### src/rtl/uart_tx_arbiter.sv
`default_nettype none
// ============================================================================
// Module   : uart_tx_arbiter
// Purpose  : Shares one UART transmit path between N_REQ byte sources.
//            Grants sources round-robin, loads the granted byte into the
//            transmitter, starts the frame, waits for completion (with a
//            timeout) and inserts a guard gap before the next grant.
// Ports    : clk          system clock, rising edge
//            rst          asynchronous reset, active-low
//            req          per-source byte-valid
//            req_data     packed bytes, source i at [i*DATA_W +: DATA_W]
//            ack          one-hot pulse: byte of the granted source taken
//            tx_data      byte to transmitter, held from load to next load
//            tx_load      pulse: transmitter loads tx_data
//            tx_start     pulse: transmitter begins frame
//            tx_busy      transmitter still shifting a frame
//            tx_done      pulse: frame complete
//            grant_id     index of current/last granted source
//            busy         high whenever the arbiter is not idle
//            err_timeout  pulse: frame did not complete in time
// Revision : 1.0 - initial release
// ============================================================================
module uart_tx_arbiter #(
   parameter int N_REQ       = 4,
   parameter int DATA_W      = 8,
   parameter int GAP_CYCLES  = 2,
   parameter int TIMEOUT_CYC = 4096
) (
   input  logic                       clk,
   input  logic                       rst,
   input  logic [N_REQ-1:0]           req,
   input  logic [N_REQ*DATA_W-1:0]    req_data,
   output logic [N_REQ-1:0]           ack,
   output logic [DATA_W-1:0]          tx_data,
   output logic                       tx_load,
   output logic                       tx_start,
   input  logic                       tx_busy,
   input  logic                       tx_done,
   output logic [$clog2(N_REQ)-1:0]   grant_id,
   output logic                       busy,
   output logic                       err_timeout
);

   localparam int ID_W  = $clog2(N_REQ);
   localparam int TMR_W = $clog2(TIMEOUT_CYC);
   localparam int GAP_W = (GAP_CYCLES > 0) ? $clog2(GAP_CYCLES + 1) : 1;

   localparam logic [ID_W-1:0]  c_id_last  = ID_W'(N_REQ - 1);
   localparam logic [TMR_W-1:0] c_tmr_last = TMR_W'(TIMEOUT_CYC - 1);
   localparam logic [GAP_W-1:0] c_gap_last = GAP_W'((GAP_CYCLES > 0) ? GAP_CYCLES - 1 : 0);

   typedef enum logic [2:0] {
      S_IDLE = 3'd0,
      S_LOAD = 3'd1,
      S_ARM  = 3'd2,
      S_WAIT = 3'd3,
      S_GAP  = 3'd4
   } state_t;

   state_t              r_state,    w_state;
   logic [ID_W-1:0]     r_rr_ptr,   w_rr_ptr;
   logic [ID_W-1:0]     r_grant_id, w_grant_id;
   logic [DATA_W-1:0]   r_tx_data,  w_tx_data;
   logic [N_REQ-1:0]    r_ack,      w_ack;
   logic                r_tx_load,  w_tx_load;
   logic                r_tx_start, w_tx_start;
   logic                r_err,      w_err;
   logic                r_busy;
   logic [TMR_W-1:0]    r_timer,    w_timer;
   logic [GAP_W-1:0]    r_gap_cnt,  w_gap_cnt;

   logic [DATA_W-1:0]   w_bytes [N_REQ];
   logic                w_found;
   logic [ID_W-1:0]     w_pick;
   logic [ID_W-1:0]     w_ptr_adv;

   generate
      for (genvar gi = 0; gi < N_REQ; gi++) begin : g_unpack
         assign w_bytes[gi] = req_data[gi*DATA_W +: DATA_W];
      end
   endgenerate

   // Round-robin search starting at rr_ptr; the first requester found wins.
   always_comb begin
      logic [ID_W-1:0] idx;
      idx     = '0;
      w_found = 1'b0;
      w_pick  = '0;
      for (int k = 0; k < N_REQ; k++) begin
         idx = ID_W'((int'(r_rr_ptr) + k) % N_REQ);
         if (!w_found && req[idx]) begin
            w_found = 1'b1;
            w_pick  = idx;
         end
      end
   end

   // Pointer moves past the source just served so it cannot win twice in a row.
   assign w_ptr_adv = (r_grant_id == c_id_last) ? '0 : r_grant_id + ID_W'(1);

   always_comb begin
      w_state    = r_state;
      w_rr_ptr   = r_rr_ptr;
      w_grant_id = r_grant_id;
      w_tx_data  = r_tx_data;
      w_timer    = r_timer;
      w_gap_cnt  = r_gap_cnt;
      w_ack      = '0;
      w_tx_load  = 1'b0;
      w_tx_start = 1'b0;
      w_err      = 1'b0;
      case (r_state)
         S_IDLE: begin
            if (w_found) begin
               w_grant_id = w_pick;
               w_tx_data  = w_bytes[w_pick];
               w_ack      = N_REQ'(1) << w_pick;
               w_tx_load  = 1'b1;
               w_state    = S_LOAD;
            end
         end
         // The transmitter is already checked while the load pulse is out,
         // so an idle transmitter sees tx_start on the cycle after tx_load.
         // ARM is only occupied while the transmitter is still busy.
         S_LOAD, S_ARM: begin
            if (!tx_busy) begin
               w_tx_start = 1'b1;
               w_timer    = '0;
               w_state    = S_WAIT;
            end else begin
               w_state    = S_ARM;
            end
         end
         S_WAIT: begin
            if (tx_done || (r_timer == c_tmr_last)) begin
               w_err     = !tx_done;
               w_rr_ptr  = w_ptr_adv;
               w_gap_cnt = '0;
               w_state   = (GAP_CYCLES > 0) ? S_GAP : S_IDLE;
            end else begin
               w_timer   = r_timer + TMR_W'(1);
            end
         end
         S_GAP: begin
            if (r_gap_cnt == c_gap_last) begin
               w_state   = S_IDLE;
            end else begin
               w_gap_cnt = r_gap_cnt + GAP_W'(1);
            end
         end
         default: w_state = S_IDLE;
      endcase
   end

   always_ff @(posedge clk or negedge rst) begin
      if (!rst) begin
         r_state    <= S_IDLE;
         r_rr_ptr   <= '0;
         r_grant_id <= '0;
         r_tx_data  <= '0;
         r_ack      <= '0;
         r_tx_load  <= 1'b0;
         r_tx_start <= 1'b0;
         r_err      <= 1'b0;
         r_busy     <= 1'b0;
         r_timer    <= '0;
         r_gap_cnt  <= '0;
      end else begin
         r_state    <= w_state;
         r_rr_ptr   <= w_rr_ptr;
         r_grant_id <= w_grant_id;
         r_tx_data  <= w_tx_data;
         r_ack      <= w_ack;
         r_tx_load  <= w_tx_load;
         r_tx_start <= w_tx_start;
         r_err      <= w_err;
         r_busy     <= (w_state != S_IDLE);
         r_timer    <= w_timer;
         r_gap_cnt  <= w_gap_cnt;
      end
   end

   assign ack         = r_ack;
   assign tx_data     = r_tx_data;
   assign tx_load     = r_tx_load;
   assign tx_start    = r_tx_start;
   assign grant_id    = r_grant_id;
   assign busy        = r_busy;
   assign err_timeout = r_err;

endmodule
`default_nettype wire

### config.mk
export PLATFORM = sky130hd
export DESIGN_NAME = uart_tx_arbiter
export DESIGN_NICKNAME = d
export VERILOG_FILES = /design/src/rtl/uart_tx_arbiter.sv
export SDC_FILE = /design/constraint.sdc
export NUM_CORES = 1
export LEC_CHECK = 0
export CAP_MARGIN = 20
export CELL_PAD_IN_SITES_DETAIL_PLACEMENT = 1
export CELL_PAD_IN_SITES_GLOBAL_PLACEMENT = 2
export CORE_UTILIZATION = 25
export DETAILED_ROUTE_END_ITERATION = 8
export PLACE_DENSITY_LB_ADDON = 0.2
export SLEW_MARGIN = 20
export SYNTH_ARGS = -nofsm -noshare
export SYNTH_HDL_FRONTEND = slang
export SYNTH_SLANG_ARGS = --single-unit
export TNS_END_PERCENT = 5
### constraint.sdc
create_clock -name clk -period 1.8 [get_ports clk]
set_input_delay 0.27 -clock clk [delete_from_list [all_inputs] [get_ports clk]]
set_output_delay 0.27 -clock clk [all_outputs]
set_load 0.02 [all_outputs]
==> flow_metrics.tcl, run 1 <==
set metrics [dict create \
    htreeDepth 2 \
    clock-sinks 37 \
    setup_violations 0 \
    whs_ns 0.0254 \
    netSwitchingFraction_pct 38.7 \
    endpoint_kind "register" \
    rows 31 \
    cts.path.max_buffers 2 \
    required_ns 1.98 \
    yosysTopAreaCellShare_pct 48.5 \
    tightest_slew_ns 0.481 \
    fin_util_pct 41.2 \
    r2r_start "r_rr_ptr[1]$_DFFE_PN0P_" \
    overflow 0 \
    slew_viol_final 0 \
    fillers 826 \
    cts_tree "done" \
    crit_chain "or3b_4, o221ai_4, clkbuf_16, mux2i_1, o221ai_1, a21o_1" \
    r2r_end "tx_data[2]$_DFFE_PN0P_" \
    r2r_cells 6 \
    start_util_pct 26.1 \
    synth_edf_count 0 \
    setup_tns_ns 0 \
    dieArea_sq_mm 0.00800 \
    antenna_found_initial 0 \
    p_sw_mw 1.52 \
    syn_avg_cell_area_sq_um 10.1 \
    path_clk_slew_ns 0.07 \
    crit_slowest_cell "dfrtp_2" \
    grt_use_total_pct 14.8 \
    fin_nets 327 \
    arrival_ns 1.95 \
    synth-seq-cells 37 \
    peakVddDrop_mv 0.410 \
    synth.cell_area_sq_mm 0.00191 \
    yosys_most_used_dff "dfrtp_1" \
    grt_pass1_wl_mm 8.87 \
    worstPathMaxFanout 7 \
    worstSetupPathType "reg -> reg" \
    drive_above_1_share_pct 20.7 \
    cap_viol_max_count 0 \
    post_synth_num_cell_types 44 \
    finClkSkew_ns 0.00433 \
    stdcell_count 384 \
    place.gp.congestion 0.774 \
    firstDrtPassIters 4 \
    rrSetupSlack_ns 0.03 \
    power_mw 3.92 \
    rsz0062_at_grt "yes" \
    synth_top_area_cell "dfrtp_1" \
    vias 1794 \
    via_per_inst 4.67 \
    drtAntennaViolNets 0 \
    antennaDiodeCount 0 \
    cts_inserted_buffers 5 \
    critPathLaunchType "register" \
    core-area_sq_mm 0.00733 \
    synth_cells 190 \
    grt_pass1_vias 1843 \
    status "completed" \
    die-width_microns 89.4 \
    routed_wl_mm 5.79 \
    synth_warnings 0 \
    io_buffers 57 \
    drt_iter0_drc 86 \
    route.detailed.drc 0 \
    hold_path.class "in -> async" \
    hold_buffers 0 \
    synth_common_cells "dfrtp_1, nand2_1, mux2i_1, nor2_1, o221ai_1" \
    seqPwrFrac_pct 31.6 \
    intPower_mw 2.40 \
    dp_hpwl_mm 4.41 \
    synth_nets 233 \
    synth_area_leaders "dfrtp_1, mux2i_1, nand2_1" \
    hold_viol 0 \
    power_frac_comb_pct 54.1 \
    pin_count 58 \
    synth.most_common_cell "dfrtp_1" \
    clk_latency_ns 0.28 \
    power_density_mw_per_mm2 1300 \
    p_leak_nw 1.34 \
    fin_crit_ns 1.77 \
    period_share_pct 98.4 \
    die_h_microns 89.4 \
    clkPwrFrac_pct 14.3 \
    area_growth_pct 58.0 \
    numPlacedInstances 373 \
    wire_per_inst_microns 15.1 \
    max_stage_delay_ns 0.45 \
    grt_max_degree 38 \
    max_freq_mhz 564 \
    synthArstFlopShare_pct 100 \
    synth.yosys.seq_area_share_pct 48.5 \
    maxSlewHeadroom_pct 68.0 \
    cts_root_buf "clkbuf_8" \
]
==> cells in the final DEF (no fill, tap or decap), drive strengths merged, types with 5 or more instances in the layout <==
master and count:
nand2 28, nor2 12, a21oi 7, dfrtp 37
buf 35, mux2i 12, inv 6, o21ai 9
nand3 5, a21o 6, clkbuf 7, clkdlybuf4s50 52
o221ai 9
==> per-layer routing <==
| layer | track usage, % | wire (microns) | vias up |
|---|---|---|---|
| met5 | 0 | 0 | - |
| met4 | 3.46 | 36 | 0 |
| met3 | 3.05 | 110 | 5 |
| met2 | 24.8 | 2950 | 17 |
| met1 | 19.7 | 2690 | 893 |
| li1 | - | - | 879 |
==> how the worst max path moves through the flow <==
stage | from | to | slack [ns]
2_1_floorplan | r_state[1]$_DFF_PN0_ | tx_data[0]$_DFFE_PN0P_ | 0.02
3_3_place_gp | req[2] | tx_data[4]$_DFFE_PN0P_ | -0.45
3_5_place_dp | req[3] | tx_data[4]$_DFFE_PN0P_ | -0.51
4_1_cts | r_rr_ptr[1]$_DFFE_PN0P_ | tx_data[4]$_DFFE_PN0P_ | -0.03
5_1_grt | r_rr_ptr[1]$_DFFE_PN0P_ | tx_data[2]$_DFFE_PN0P_ | -0.03
6_report | r_rr_ptr[1]$_DFFE_PN0P_ | tx_data[2]$_DFFE_PN0P_ | 0.03
==> sequential cells by signal (all words and copies together) (netlist names) <==
| signal | count |
|---|---|
| r_rr_ptr | 2 |
| busy | 1 |
| tx_load | 1 |
| tx_data | 8 |
| r_timer | 12 |
| ack | 4 |
| grant_id | 2 |
| tx_start | 1 |
| r_gap_cnt | 2 |
| err_timeout | 1 |
| r_state | 3 |
==> metrics by stage <==
| stage | instance area [sq um] | worst slack [ns] |
|---|---|---|
| finish | 3020 | 0.0285 |
| global route | 3020 | -0.0310 |
| CTS | 2930 | -0.0305 |
| detailed placement | 2830 | -0.512 |
| global placement | 2830 | -0.446 |
| floorplan | 1910 | 0.0230 |
==> area by class of cell <==
| cell class | instances | area, sq um | area share (%) |
|---|---|---|---|
| Multi-Input combinational cell | 140 | 1010 | 33.5 |
| Sequential cell | 37 | 927 | 30.7 |
| Timing Repair Buffer | 92 | 845 | 28.0 |
| Tap cell | 99 | 124 | 4.10 |
| Clock buffer | 6 | 72.6 | 2.40 |
| Inverter | 8 | 30.0 | 0.995 |
| Clock inverter | 2 | 10.0 | 0.332 |
==> logic make-up (layout without fill, tap and decap cells) <==
group | Yosys count | after routing | share of synthesized area (%)
and+or+nand+nor | 68 | 68 | 17.8
AOI/OAI and AO/OA | 49 | 49 | 18.9
muxes | 13 | 13 | 6.88
buffers and inverters | 13 | 108 | 2.82
adders and majority gates | 3 | 3 | 1.96
DFF | 37 | 37 | 48.5
xor gates and xnor gates | 7 | 7 | 3.21
==> power groups by stage <==
stage	combinational, mW	clock [mW]	sequential [mW]
3_5_place_dp	2.00	0	1.25
5_1_grt	2.33	0.637	1.27
3_3_place_gp	1.97	0	1.25
2_1_floorplan	0.860	0	1.45
6_report	2.12	0.560	1.24
4_1_cts	2.03	0.595	1.24
==> critical path, delay by kind of cell (launching register included) <==
kind,cells,cell delay (ns)
AO/OA/AOI/OAI,3,0.40
AND/OR/NAND/NOR,1,0.41
multiplexers,1,0.20
flip-flops,1,0.45
buffers and inverters,1,0.20
==> repair_timing <==
action                     in CTS  in global routing
gates cloned                    0                  0
setup endpoints to repair      13                 10
resized for setup               9                 13
setup buffers                   1                  2
pin swaps                       6                  5
Power figures use the tool's default switching activity.
==> run 2: changes to the inputs <==
Settings changed: CORE_UTILIZATION 25 to 34, DONT_BUFFER_PORTS set to 1.
==> run 2 against run 1 <==
Compared with the run above: critical path depth did not move; routed wire length shrank 11%; count of clock-buffer cells in the layout is 1 lower; cell count is 25% lower.
==> flow_metrics.tcl, run 2 (synthesis gave the netlist of run 1 again) <==
set metrics [dict create \
    hold_viol 0 \
    io_buffers 0 \
    required_ns 1.98 \
    max_stage_delay_ns 0.44 \
    period_share_pct 98.0 \
    die_h_microns 77.0 \
    dp_hpwl_mm 3.92 \
    cts_root_buf "clkbuf_8" \
    drive_above_1_share_pct 19.8 \
    peakVddDrop_mv 0.467 \
    stdcell_count 287 \
    cts.path.max_buffers 2 \
    pin_count 58 \
    via_per_inst 5.54 \
    drt_iter0_drc 72 \
    cts_inserted_buffers 5 \
    rows 26 \
    start_util_pct 36.3 \
    critPathLaunchType "register" \
    worstSetupPathType "reg -> reg" \
    final_cell_mix "dfrtp_1, nand2_1, buf_4" \
    regMostFlops "r_timer" \
    place.gp.congestion 0.829 \
    clock-sinks 37 \
    setup_tns_ns 0 \
    power_density_mw_per_mm2 1580 \
    htreeDepth 2 \
    route.detailed.drc 0 \
    hold_path.class "in -> reg" \
    maxSlewHeadroom_pct 68.6 \
    fin_crit_ns 1.76 \
    drtAntennaViolNets 0 \
    clk_latency_ns 0.29 \
    tightest_slew_ns 0.467 \
    grt_pass1_vias 1776 \
    vias 1589 \
    endpoint_kind "register" \
    wire_per_inst_microns 17.9 \
    power_mw 3.70 \
    rsz0062_at_grt "yes" \
    max_freq_mhz 567 \
    crit_slowest_cell "dfrtp_1" \
    antennaDiodeCount 0 \
    fillers 613 \
    slew_viol_final 0 \
    arrival_ns 1.94 \
    grt_use_total_pct 19.1 \
    fin_nets 259 \
    area_growth_pct 22.8 \
    worstPathMaxFanout 10 \
    routed_wl_mm 5.15 \
    numPlacedInstances 277 \
    cap_viol_max_count 0 \
    setup_ws_ns 0.0366 \
    status "completed" \
    pre_cts_ws_ns -0.0260 \
    firstDrtPassIters 4 \
    p_leak_nw 1.08 \
    overflow 0 \
    dieArea_sq_mm 0.00592 \
    antenna_found_initial 0 \
    finClkSkew_ns 0.00896 \
    dpl-instance-area_sq_mm 0.00215 \
    largest_reg_flops 12 \
    grt_pass1_wl_mm 8.83 \
    setup_violations 0 \
    grt_max_degree 38 \
    fin_area_sq_mm 0.00235 \
    core-area_sq_mm 0.00527 \
    die-width_microns 77.0 \
    cts_tree "done" \
    path_clk_slew_ns 0.08 \
    crit_chain "or3b_4, o221ai_2, buf_12, mux2i_1, nor2_1, a211o_1" \
    layout_commonest_cell "dfrtp_1" \
]
run 2: changes by cell type in the layout (fill, tap and decap cells not counted), sizes merged:
cell           delta
clkinv            -1
clkbuf            -2
dlygate4sd2       -4
clkdlybuf4s50    -52
dlygate4sd3       +1
bufinv            +2
buf              -12
run 2: power breakdown:
group	internal (mW)	switching, mW
Combinational	0.635	0.740
Sequential	1.08	0.376
Clock	0.551	0.320
Total	2.27	1.44
run 2: repair_timing:
item,CTS,global route
hold buffers,2,0
pin swaps,1,4
setup endpoints to repair,8,22
buffers inserted,0,0
hold endpoints to repair,37,0
gates resized for setup,3,4
run 2: metrics by stage:
stage / hold WS (ns) / utilization (%)
3_3_place_gp: -0.0246 / 40.9
5_1_grt: 0.0775 / 44.5
2_1_floorplan: -0.0256 / -
3_5_place_dp: -0.0246 / 40.9
4_1_cts: 0.0841 / 44.2
6_report: 0.0933 / 44.5
run 2: worst paths after layout:
| path | to | slack, ns | start | cells after the start |
|---|---|---|---|---|
| setup / recovery | tx_data[0]$_DFFE_PN0P_ | 0.04 | r_rr_ptr[1]$_DFFE_PN0P_ | 6 |
| max in group asynchronous | tx_data[3]$_DFFE_PN0P_ | 1.18 | rst | 2 |
| min in group asynchronous | busy$_DFF_PN0_ | 0.42 | rst | 2 |
| setup reg to reg | tx_data[0]$_DFFE_PN0P_ | 0.04 | r_rr_ptr[1]$_DFFE_PN0P_ | 6 |
| hold reg to reg | r_gap_cnt[0]$_DFFE_PN0P_ | 0.51 | r_gap_cnt[0]$_DFFE_PN0P_ | 1 |
| hold / removal | tx_data[4]$_DFFE_PN0P_ | 0.09 | req_data[20] | 1 |
run 2: final cells by class:
| type | count | area (sq um) | share of cell area, % |
|---|---|---|---|
| sequential | 37 | 926 | 39.5 |
| tap | 70 | 87.6 | 3.73 |
| clock inverter | 3 | 65.1 | 2.77 |
| multi-input combinational | 140 | 961 | 41.0 |
| timing repair buffer | 24 | 208 | 8.85 |
| inverter | 8 | 30.0 | 1.28 |
| clock buffer | 5 | 68.8 | 2.93 |
run 2: worst max-delay path, delay by kind of cell, from the launching register on:
family                 cells  cell delay, ns
muxes                      1            0.19
and+or+nand+nor            2            0.48
buffers and inverters      1            0.18
DFF                        1            0.44
AOI/OAI and AO/OA          2            0.37
run 2: per-layer routing:
metal	wire (microns)	share of wire, %	global-route usage, %	vias to the layer above
met2	2780	54	35.2	28
li1	-	-	-	749
met3	188	3.7	4.05	9
met1	2100	41	21.1	803
met4	74	1.4	7.50	0
met5	0	0	0	-
